--- config.mk ---
export PLATFORM = sky130hd
export DESIGN_NAME = dl_div_flat
export DESIGN_NICKNAME = d
export VERILOG_FILES = /design/src/rtl/dl_div_if.sv /design/src/rtl/dl_div.sv /design/src/flat_wrapper.sv
export SDC_FILE = /design/constraint.sdc
export NUM_CORES = 1
export LEC_CHECK = 0
export ABC_CLOCK_PERIOD_IN_PS = 4600
export CORE_ASPECT_RATIO = 0.7
export CORE_MARGIN = 4
export CORE_UTILIZATION = 45
export CTS_CLUSTER_DIAMETER = 150
export CTS_CLUSTER_SIZE = 28
export DETAILED_ROUTE_END_ITERATION = 10
export PLACE_DENSITY = 0.72
export SLEW_MARGIN = 20
export SYNTH_ARGS = -nofsm -noshare
export SYNTH_HDL_FRONTEND = slang
export SYNTH_SLANG_ARGS = --single-unit
--- constraint.sdc ---
create_clock -name clk -period 4.6 [get_ports clk]
set_input_delay 1.15 -clock clk [delete_from_list [all_inputs] [get_ports clk]]
set_output_delay 1.15 -clock clk [all_outputs]
set_load 0.02 [all_outputs]
--- src/rtl/dl_div_if.sv ---
// dl_div_if: operand/result handshake bundle for the DLfloat16 divider.
//   a, b            : dividend / divisor, DLfloat16 (1 sign, 6 exp bias 31, 9 mantissa)
//   ena             : opcode; only the divider's opcode starts an operation
//   in_valid/ready  : operand handshake (ready only while the divider is idle)
//   c_div           : quotient, DLfloat16
//   exception_flags : {invalid, inexact, overflow, underflow, div_zero}
//   out_valid/ready : result handshake
interface dl_div_if;
  logic [15:0] a;
  logic [15:0] b;
  logic [3:0]  ena;
  logic        in_valid;
  logic        in_ready;
  logic [15:0] c_div;
  logic [4:0]  exception_flags;
  logic        out_valid;
  logic        out_ready;

  // Issuing side (FPU issue mux / testbench)
  modport master (
    output a, b, ena, in_valid, out_ready,
    input  in_ready, c_div, exception_flags, out_valid
  );

  // Divider side
  modport slave (
    input  a, b, ena, in_valid, out_ready,
    output in_ready, c_div, exception_flags, out_valid
  );
endinterface

--- src/rtl/dl_div.sv ---
// dl_div: iterative DLfloat16 divider, c_div = a / b, restoring division with
// one quotient bit per clock.
//   clk  : rising-edge clock
//   rst  : synchronous active-high reset
//   bus  : dl_div_if.slave (operands, opcode, result, flags, valid/ready)
// Parameters:
//   OP_CODE : ena value that selects division
//   QBITS   : quotient bits generated (11..16); bits below the 9-bit mantissa
//             are guard bits feeding inexact (and rounding when enabled)
// Optional feature macro: DL_DIV_RNE_EN
//   defined   -> round-to-nearest-even on the normalized quotient
//   undefined -> truncation
// Latency: special operands 1 cycle, normal operands QBITS+2 cycles.
module dl_div #(
  parameter logic [3:0]  OP_CODE = 4'b0011,
  parameter int unsigned QBITS   = 12
) (
  input  logic     clk,
  input  logic     rst,
  dl_div_if.slave  bus
);

  localparam int unsigned MW   = 9;          // stored mantissa bits
  localparam int unsigned EW   = 6;          // exponent bits
  localparam int unsigned SW   = MW + 1;     // significand incl. hidden one
  localparam int unsigned RW   = SW + 1;     // partial remainder
  localparam int unsigned CW   = 5;          // iteration counter
  localparam int unsigned FW   = 5;          // flag vector
  localparam int unsigned PAD  = 16 - QBITS; // left-align quotient into 16 bits

  localparam logic [1:0] IDLE = 2'd0;
  localparam logic [1:0] CALC = 2'd1;
  localparam logic [1:0] NORM = 2'd2;
  localparam logic [1:0] DONE = 2'd3;

  localparam logic [14:0]       SAT_MAG  = 15'h7DFE;
  localparam logic signed [7:0] BIAS     = 8'sd31;
  localparam logic [CW-1:0]     CNT_LAST = CW'(QBITS - 1);

  localparam logic [FW-1:0] FLG_INVALID = 5'b10000;
  localparam logic [FW-1:0] FLG_DIV0    = 5'b00001;
  localparam logic [FW-1:0] FLG_OVF     = 5'b01100;  // overflow + inexact
  localparam logic [FW-1:0] FLG_UNF     = 5'b01010;  // underflow + inexact
  localparam logic [FW-1:0] FLG_INEXACT = 5'b01000;

  // State and datapath registers
  logic [1:0]       state_q, state_d;
  logic             s_q, s_d;
  logic [EW-1:0]    ea_q, ea_d;
  logic [EW-1:0]    eb_q, eb_d;
  logic [SW-1:0]    mb_q, mb_d;
  logic [RW-1:0]    rem_q, rem_d;
  logic [QBITS-1:0] q_q, q_d;
  logic [CW-1:0]    cnt_q, cnt_d;

  // Registered outputs
  logic [15:0]      c_div_q, c_div_d;
  logic [FW-1:0]    flags_q, flags_d;
  logic             out_valid_q, out_valid_d;
  logic             in_ready_q, in_ready_d;

  // Special-operand decode on the live inputs (used only at accept)
  logic             spec_hit;
  logic [15:0]      spec_res;
  logic [FW-1:0]    spec_flags;

  // One restoring-division step
  logic             rem_ge;
  logic [SW-1:0]    rem_sub;
  logic [RW-1:0]    rem_next;

  // Normalization / result assembly
  logic [15:0]       qw;
  logic [MW-1:0]     mant_t;
  logic [MW-1:0]     mant_f;
  logic signed [7:0] exp_t;
  logic signed [7:0] exp_f;
  logic              rnd_bit;
  logic              stk_q;
  logic              sticky;
  logic              inexact;
  logic [15:0]       norm_res;
  logic [FW-1:0]     norm_flags;
`ifdef DL_DIV_RNE_EN
  logic              rnd_up;
  logic [MW:0]       mant_inc;
`endif

  // Special cases, checked in priority order
  always_comb begin
    spec_hit   = 1'b1;
    spec_res   = '0;
    spec_flags = '0;
    if (bus.a == 16'hFFFF || bus.b == 16'hFFFF) begin
      spec_res   = 16'hFFFF;
      spec_flags = FLG_INVALID;
    end else if (bus.a == 16'h0000 && bus.b == 16'h0000) begin
      spec_res   = 16'hFFFF;
      spec_flags = FLG_INVALID;
    end else if (bus.b == 16'h0000) begin
      spec_res   = {bus.a[15] ^ bus.b[15], SAT_MAG};
      spec_flags = FLG_DIV0;
    end else if (bus.a == 16'h0000) begin
      spec_res   = 16'h0000;
      spec_flags = '0;
    end else begin
      spec_hit   = 1'b0;
    end
  end

  // Restoring step: remainder stays below 2*mb, so it never needs more than RW bits
  always_comb begin
    rem_ge   = (rem_q >= {1'b0, mb_q});
    rem_sub  = SW'(rem_q - {1'b0, mb_q});
    rem_next = rem_ge ? {rem_sub, 1'b0} : {rem_q[SW-1:0], 1'b0};
  end

  // Normalize the quotient and assemble the finite/overflow/underflow result
  always_comb begin
    qw = 16'(q_q) << PAD;
    if (qw[15]) begin
      mant_t  = qw[14:6];
      rnd_bit = qw[5];
      stk_q   = |qw[4:0];
      exp_t   = $signed({2'b00, ea_q}) - $signed({2'b00, eb_q}) + BIAS;
    end else begin
      mant_t  = qw[13:5];
      rnd_bit = qw[4];
      stk_q   = |qw[3:0];
      exp_t   = $signed({2'b00, ea_q}) - $signed({2'b00, eb_q}) + BIAS - 8'sd1;
    end
    // Non-zero final remainder means the true quotient has more bits below
    sticky  = stk_q | (|rem_q);
    inexact = rnd_bit | sticky;

`ifdef DL_DIV_RNE_EN
    rnd_up   = rnd_bit & (sticky | mant_t[0]);
    mant_inc = (MW+1)'(mant_t) + (MW+1)'(rnd_up);
    mant_f   = mant_inc[MW-1:0];
    // Carry out of the mantissa bumps the exponent; mantissa wraps to zero
    exp_f    = mant_inc[MW] ? exp_t + 8'sd1 : exp_t;
`else
    mant_f   = mant_t;
    exp_f    = exp_t;
`endif

    if (exp_f <= 8'sd0) begin
      norm_res   = 16'h0000;
      norm_flags = FLG_UNF;
    end else if (exp_f >= 8'sd63) begin
      norm_res   = {s_q, SAT_MAG};
      norm_flags = FLG_OVF;
    end else begin
      norm_res   = {s_q, exp_f[EW-1:0], mant_f};
      norm_flags = inexact ? FLG_INEXACT : '0;
    end
  end

  // Next-state and output logic
  always_comb begin
    state_d     = state_q;
    s_d         = s_q;
    ea_d        = ea_q;
    eb_d        = eb_q;
    mb_d        = mb_q;
    rem_d       = rem_q;
    q_d         = q_q;
    cnt_d       = cnt_q;
    c_div_d     = c_div_q;
    flags_d     = flags_q;
    out_valid_d = out_valid_q;

    case (state_q)
      IDLE: begin
        // in_ready is high whenever the state is IDLE
        if (bus.in_valid && bus.ena == OP_CODE) begin
          s_d   = bus.a[15] ^ bus.b[15];
          ea_d  = bus.a[14:9];
          eb_d  = bus.b[14:9];
          mb_d  = {1'b1, bus.b[8:0]};
          rem_d = {2'b01, bus.a[8:0]};
          q_d   = '0;
          cnt_d = '0;
          if (spec_hit) begin
            c_div_d     = spec_res;
            flags_d     = spec_flags;
            out_valid_d = 1'b1;
            state_d     = DONE;
          end else begin
            state_d     = CALC;
          end
        end
      end
      CALC: begin
        // Quotient bits enter MSB-first; first bit is the integer bit
        q_d   = {q_q[QBITS-2:0], rem_ge};
        rem_d = rem_next;
        cnt_d = cnt_q + CW'(1);
        if (cnt_q == CNT_LAST) begin
          state_d = NORM;
        end
      end
      NORM: begin
        c_div_d     = norm_res;
        flags_d     = norm_flags;
        out_valid_d = 1'b1;
        state_d     = DONE;
      end
      DONE: begin
        if (bus.out_ready) begin
          out_valid_d = 1'b0;
          state_d     = IDLE;
        end
      end
      default: begin
        state_d = IDLE;
      end
    endcase

    in_ready_d = (state_d == IDLE);
  end

  // State and output registers
  always_ff @(posedge clk) begin
    if (rst) begin
      state_q     <= IDLE;
      s_q         <= 1'b0;
      ea_q        <= '0;
      eb_q        <= '0;
      mb_q        <= '0;
      rem_q       <= '0;
      q_q         <= '0;
      cnt_q       <= '0;
      c_div_q     <= '0;
      flags_q     <= '0;
      out_valid_q <= 1'b0;
      in_ready_q  <= 1'b1;
    end else begin
      state_q     <= state_d;
      s_q         <= s_d;
      ea_q        <= ea_d;
      eb_q        <= eb_d;
      mb_q        <= mb_d;
      rem_q       <= rem_d;
      q_q         <= q_d;
      cnt_q       <= cnt_d;
      c_div_q     <= c_div_d;
      flags_q     <= flags_d;
      out_valid_q <= out_valid_d;
      in_ready_q  <= in_ready_d;
    end
  end

  assign bus.c_div           = c_div_q;
  assign bus.exception_flags = flags_q;
  assign bus.out_valid       = out_valid_q;
  assign bus.in_ready        = in_ready_q;

endmodule

--- src/flat_wrapper.sv ---
// flat-port wrapper written by rule: the top's interface ports become plain ports
module dl_div_flat 
#(
  parameter logic [3:0]  OP_CODE = 4'b0011,
  parameter int unsigned QBITS   = 12
)
  (clk, rst, bus_a, bus_b, bus_ena, bus_in_valid, bus_out_ready, bus_in_ready, bus_c_div, bus_exception_flags, bus_out_valid);
  dl_div_if bus_i ();
  input  logic clk;
  input  logic rst;
  input wire logic [$bits(bus_i.a)-1:0] bus_a;
  input wire logic [$bits(bus_i.b)-1:0] bus_b;
  input wire logic [$bits(bus_i.ena)-1:0] bus_ena;
  input wire logic [$bits(bus_i.in_valid)-1:0] bus_in_valid;
  input wire logic [$bits(bus_i.out_ready)-1:0] bus_out_ready;
  output wire logic [$bits(bus_i.in_ready)-1:0] bus_in_ready;
  output wire logic [$bits(bus_i.c_div)-1:0] bus_c_div;
  output wire logic [$bits(bus_i.exception_flags)-1:0] bus_exception_flags;
  output wire logic [$bits(bus_i.out_valid)-1:0] bus_out_valid;
  assign bus_i.a = bus_a;
  assign bus_i.b = bus_b;
  assign bus_i.ena = bus_ena;
  assign bus_i.in_valid = bus_in_valid;
  assign bus_i.out_ready = bus_out_ready;
  assign bus_in_ready = bus_i.in_ready;
  assign bus_c_div = bus_i.c_div;
  assign bus_exception_flags = bus_i.exception_flags;
  assign bus_out_valid = bus_i.out_valid;
  dl_div #(.OP_CODE(OP_CODE), .QBITS(QBITS)) u_core (.clk(clk), .rst(rst), .bus(bus_i));
endmodule
Yosys cells after proc, flatten, opt, wreduce, memory -nomap -nowiden
Cells that the tools add are included.
Storage, ports and cells
  flip-flop bits (word level): 76
  input port bits: 40
  output and inout port bits: 23
  logic and storage cells: 89
Cells by class
  add/sub/neg operators: 5
  magnitude comparators: 3
  eq/ne operators: 10
  multiplexer cells: 41
  bitwise operators: 3
  reductions and logical operators: 15
Operators by type and width (number)
  $mux 16: 6
  $mux 5: 7
  $eq 16x16->1 const B: 2
  $logic_not 16->1: 2
  $pmux 16 s2: 1
  $pmux 12 s2: 1
  $mux 11: 2
  $pmux 11 s2: 1
  $pmux 5 s2: 2
  $mux 15: 1
  $mux 12: 1
  $ge 11x10->1: 1
  $reduce_or 11->1: 1
  $mux 1: 10
  $sub 10x10->10: 1
  $mux 9: 1
  $add 8x6->8 const B: 1
  $ge 8x7->1 const B: 1
  $le 8x1->1 const B: 1
  $mux 2: 4
  $mux 8: 1
  $pmux 2 s4: 1
  $sub 8x2->8 const B: 1
  $sub 6x6->7: 1
  other kinds (19): 26

Logic depth before layout (Yosys ltp)
  depth in word-level cells: 9
  gate-level depth with buffers: 14
  mapped depth without buffers: 13

Least setup slack after synthesis
Ideal clock, no wire load.
  path kind: register to register
  from: register u_core.ea_q[0]
  to: register u_core.c_div_q[1], in the netlist u_core.bus.c_div[1]
  library setup time: 66 ps
  data arrival time: 2750 ps
  setup slack: 1784 ps
  stages on the path, launching flop included: 14
  buffers on the path: 0
  period minus slack after synthesis: 2816 ps
  cell sequence: dfxtp_1 > inv_1 > ha_1 > inv_1 > fa_1 > inv_1 > ha_1 > xnor2_1 > o21ai_0 > and4_1 > mux2_4 > a311oi_4 > nand2_1 > a21oi_2
Between the ends
  longest elaborated chain between the ends: 8
RTL lines
  start: declaration: RTL line dl_div.sv:49  | logic [EW-1:0] ea_q, ea_d;
  start signal: assignment: RTL line dl_div.sv:228  | ea_q <= '0;
  start signal: assignment: RTL line dl_div.sv:241  | ea_q <= ea_d;
  $sub 6x6->7 (*): RTL line dl_div.sv:125, dl_div.sv:130
  $add 8x6->8 (*): RTL line dl_div.sv:125, dl_div.sv:130
  $sub 8x2->8: RTL line dl_div.sv:130  | exp_t = $signed({2'b00, ea_q}) - $signed({2'b00, eb_q}) + BIAS - 8'sd1;
  $mux 8 (*): RTL line dl_div.sv:121  | if (qw[15]) begin
  $ge 8x7->1: RTL line dl_div.sv:150  | end else if (exp_f >= 8'sd63) begin
  $mux 15: RTL line dl_div.sv:150
  $mux 16 (*): RTL line dl_div.sv:147  | if (exp_f <= 8'sd0) begin
  $pmux 16 s2 (*): RTL line dl_div.sv:173  | case (state_q)
  end signal: assignment: RTL line dl_div.sv:247  | c_div_q <= c_div_d;
  end: declaration: RTL line dl_div.sv:57  | logic [15:0] c_div_q, c_div_d;
Every way passes the cells marked *; elsewhere a longest branch is shown, timed or not.
A chain may end at the register's enable or synchronous reset.

Worst setup path in the final report
  from: input port bus_a[6]
  to: register u_core.c_div_q[7], in the netlist u_core.bus.c_div[7]
Between the ends
  longest elaborated chain between the ends: 7
RTL lines
  start: declaration: RTL line flat_wrapper.sv:11  | input wire logic [$bits(bus_i.a)-1:0] bus_a;
  $logic_not 16->1: RTL line dl_div.sv:97, dl_div.sv:103
  $mux 1 or $logic_and 1x1->1 (tied branches): RTL line dl_div.sv:103, dl_div.sv:97
  $mux 1 or $mux 16 (tied branches): RTL line dl_div.sv:100, dl_div.sv:97
  $mux 1 or $mux 16 (tied branches): RTL line dl_div.sv:97, dl_div.sv:94
  $mux 1 or $mux 16 (tied branches): RTL line dl_div.sv:94, dl_div.sv:184
  $ne 2x1->1 (no line) or $mux 16 (tied branches)
  $reduce_and 3->1 (no line) or $pmux 16 s2 (tied branches)
Parallel ways exist; a longest one is shown, timed or not. The select of a mux whose other input is x is not followed.

==> reports/summary.txt <==
clk_lat worst skew - 340 ps
Setup Viol. Count Final - 0
I/O pin count - 63
CP most frequent cell - nand2_1
Filler cells - 849
worst min path class - reg2reg
Register Area - 1520 sq um
CTS Buf Count - 9
maxcap violations - 0
first-pass GRT wire length - 20000 um
cts repair resizes - 0
n_diodes - 0
Initial Utilization - 47.4%
CP Data Required Time - 4820 ps
final hold viol count - 0
total track usage - 21.1%
Final HPWL DP - 9080 um
asr flop ratio synth - 0%
Setup Crit Path Kind - in2reg
DIE HEIGHT - 90.9 um
CP endpoint kind - flop
die width - 126 um
data arrival time of the worst path - 3710 ps
most common cell in the synthesized netlist - nand2_1
Yosys top cell area share - 34.4%
PortBufs - 62
ratio of cells with drive above 1 in the final layout - 10.4%
area of the multi-input gates - 2690 sq um
worst slew pin tran - 628 ps
initial antenna violation count - 0
nets@finish - 674
routed via count - 4217
cells after synthesis - 562
Critical Path Max Stage Delay - 560 ps
Setup Skew - 7.80 ps
post-route ant nets - 0
nature of the critical path startpoint - primary input
global route total overflow - 0
Clock Root Buffer - clkbuf_16
Slew headroom - 58.1%
unrepaired setup endpoints after global routing - no
Hold EP - u_core.bus.exception_flags[2]$_SDFFE_PP0P_
Main synth FF type - dfxtp_1
Max Buffers Root-to-Sink - 2
CP cell instances - clkdlybuf4s50_1, nor4_1, and4_1, nor3_1, nand2_1, a21o_1, nand2_1, a31oi_2, buf_4, a21oi_1
post-cts hold buffer count - 0
Tmin final - 3490 ps
post-CTS setup buffer count - 0
final instance count without filler cells - 742
register area share after synthesis - 34.4%
Synth warnings - 0
Leak - 1.93 nW
dominant cells by area after synthesis - dfxtp_1 (34%), nand2_1 (8.9%), a21oi_1 (7.7%)
worst r2r src - u_core.eb_q[0]$_SDFFE_PP0P_
Setup TNS - 0 ps
Iteration-0 DRC Markers - 311
number of synthesized flops with an enable pin - 0
max frequency - 287 MHz
R2R cell count - 12
Syn-to-layout area delta - 23.0%
vias in the first global route - 4039
clock-pin slew on the worst setup and hold paths - 60 ps
Yosys cell types - 60
syn nets - 623
final wirelength - 12100 um
Mapped Area - 4420 sq um
Max stage delay cell, worst path - nor4_1
Clock Sinks - 76
die area - 11500 sq um
Detailed Routing Iterations Pass 1 - 5
htree depth - 3
worst reg2reg endpoint - u_core.bus.c_div[5]$_SDFFE_PP0P_
largest net degree at the start of global routing - 57
pwr/cell area - 301 nW/um^2
Avg Cell Area, Syn - 7.86 sq um
fin crit share - 75.8%
Cell Rows - 29
core area - 9330 sq um
DRC - 0
via/cell ratio - 5.68
Worst R2R Setup Slack - 1390 ps
placed cells - 726
VDD IR max - 0.155 mV
Avg WL per Cell - 16.2 um
CTS tree - yes
beginning of the worst hold path - u_core.bus.exception_flags[2]$_SDFFE_PP0P_
status - complete, no violations
Hold Crit Depth - 2
max-slew violation count - 0
RePlAce Congestion - 0.972
Crit Path Max Fanout - 17
Post-synth top cells - nand2_1 (105), dfxtp_1 (76), a21oi_1 (68)
area leader, netlist - dfxtp_1
count of state elements after synthesis - 76
## critical path, delay by kind of cell
kind / cells / cell delay, ps
AND/OR/NAND/NOR: 5 / 1200
AO/OA/AOI/OAI: 3 / 640
buffers and inverters: 2 / 710
## registers in the layout, summed over array words and instances (netlist names)
signal	cells
u_core.bus.c_div	16
u_core.bus.in_ready	1
u_core.bus.exception_flags	5
u_core.eb_q	6
u_core.mb_q	10
u_core.ea_q	6
u_core.s_q	1
u_core.cnt_q	5
u_core.q_q	12
u_core.bus.out_valid	1
u_core.rem_q	11
u_core.state_q	2
## how the worst max path moves through the flow
stage	start	endpoint	slack, ps	cells past startpoint
3_3_place_gp	bus_a[6]	u_core.bus.c_div[7]$_SDFFE_PP0P_	810	10
3_5_place_dp	bus_a[6]	u_core.bus.c_div[7]$_SDFFE_PP0P_	820	10
5_1_grt	bus_a[6]	u_core.bus.c_div[8]$_SDFFE_PP0P_	980	10
2_1_floorplan	u_core.ea_q[0]$_SDFFE_PP0P_	u_core.bus.c_div[1]$_SDFFE_PP0P_	1780	13
6_report	bus_a[6]	u_core.bus.c_div[7]$_SDFFE_PP0P_	1110	10
4_1_cts	bus_a[6]	u_core.bus.c_div[7]$_SDFFE_PP0P_	1160	10
## cells in the final DEF, fill, tap and decap left out, types with 3 or more instances in the layout
master | Yosys | final
ha_1 | 19 | 19
mux2i_1 | 3 | 3
a21oi_2 | 11 | 11
or3_1 | 5 | 5
xnor2_1 | 12 | 12
clkdlybuf4s50_1 | 0 | 61
a31oi_1 | 7 | 7
a311oi_1 | 4 | 4
clkbuf_16 | 0 | 9
nor2_1 | 29 | 29
dfxtp_1 | 76 | 76
nor4_1 | 15 | 15
nor2b_1 | 5 | 5
buf_4 | 0 | 7
o21ai_0 | 28 | 28
o21a_1 | 7 | 7
nand2_1 | 105 | 105
nand2b_1 | 5 | 5
xor2_1 | 4 | 4
a21o_1 | 5 | 5
mux2_2 | 9 | 9
xnor2_2 | 4 | 4
a21oi_1 | 68 | 68
nand4_1 | 13 | 13
nor3_1 | 10 | 9
inv_1 | 27 | 27
nand3_1 | 21 | 21
## cell type report
class | count | area share, %
timing repair buffer | 69 | 12.3
clock buffer | 10 | 4.40
tap | 124 | 2.86
multi-input combinational | 430 | 49.4
clock inverter | 6 | 1.17
sequential | 76 | 28.0
inverter | 27 | 1.87
## kinds of logic after synthesis
group / count (synthesis) / synth area share [%]
XOR/XNOR: 20 / 4.64
multiplexers: 14 / 3.62
adder cells (fa/ha/maj): 21 / 6.29
AND/OR/NAND/NOR: 221 / 23.5
buffers and inverters: 56 / 4.93
flip-flops: 76 / 34.4
AO/OA/AOI/OAI: 154 / 22.6
## metrics by stage
step | total power [mW] | util, % | hold WS (ps) | area (sq um) | setup WS [ps]
floorplan | 0.847 | - | 435 | 4420 | 1780
global placement | 0.921 | 55.0 | 446 | 5130 | 807
detailed placement | 0.929 | 55.0 | 448 | 5130 | 817
CTS | 1.64 | 58.3 | 456 | 5430 | 1160
global route | 1.70 | 58.3 | 475 | 5430 | 976
finish | 1.63 | 58.3 | 452 | 5430 | 1110
## report_power, final
group | switching, mW | leakage [nW] | total [mW] | internal [mW]
sequential | 0.00661 | 0.613 | 0.672 | 0.665
combinational | 0.141 | 1.18 | 0.248 | 0.107
clock | 0.281 | 0.144 | 0.714 | 0.433
## per-layer routing
metal	part of all wire, %	global-route usage, %
met1	48	29.8
met2	45	32.3
met3	6.3	5.32
met4	1.0	5.18
met5	0	0
No activity file was read; power rests on OpenSTA's default activity.
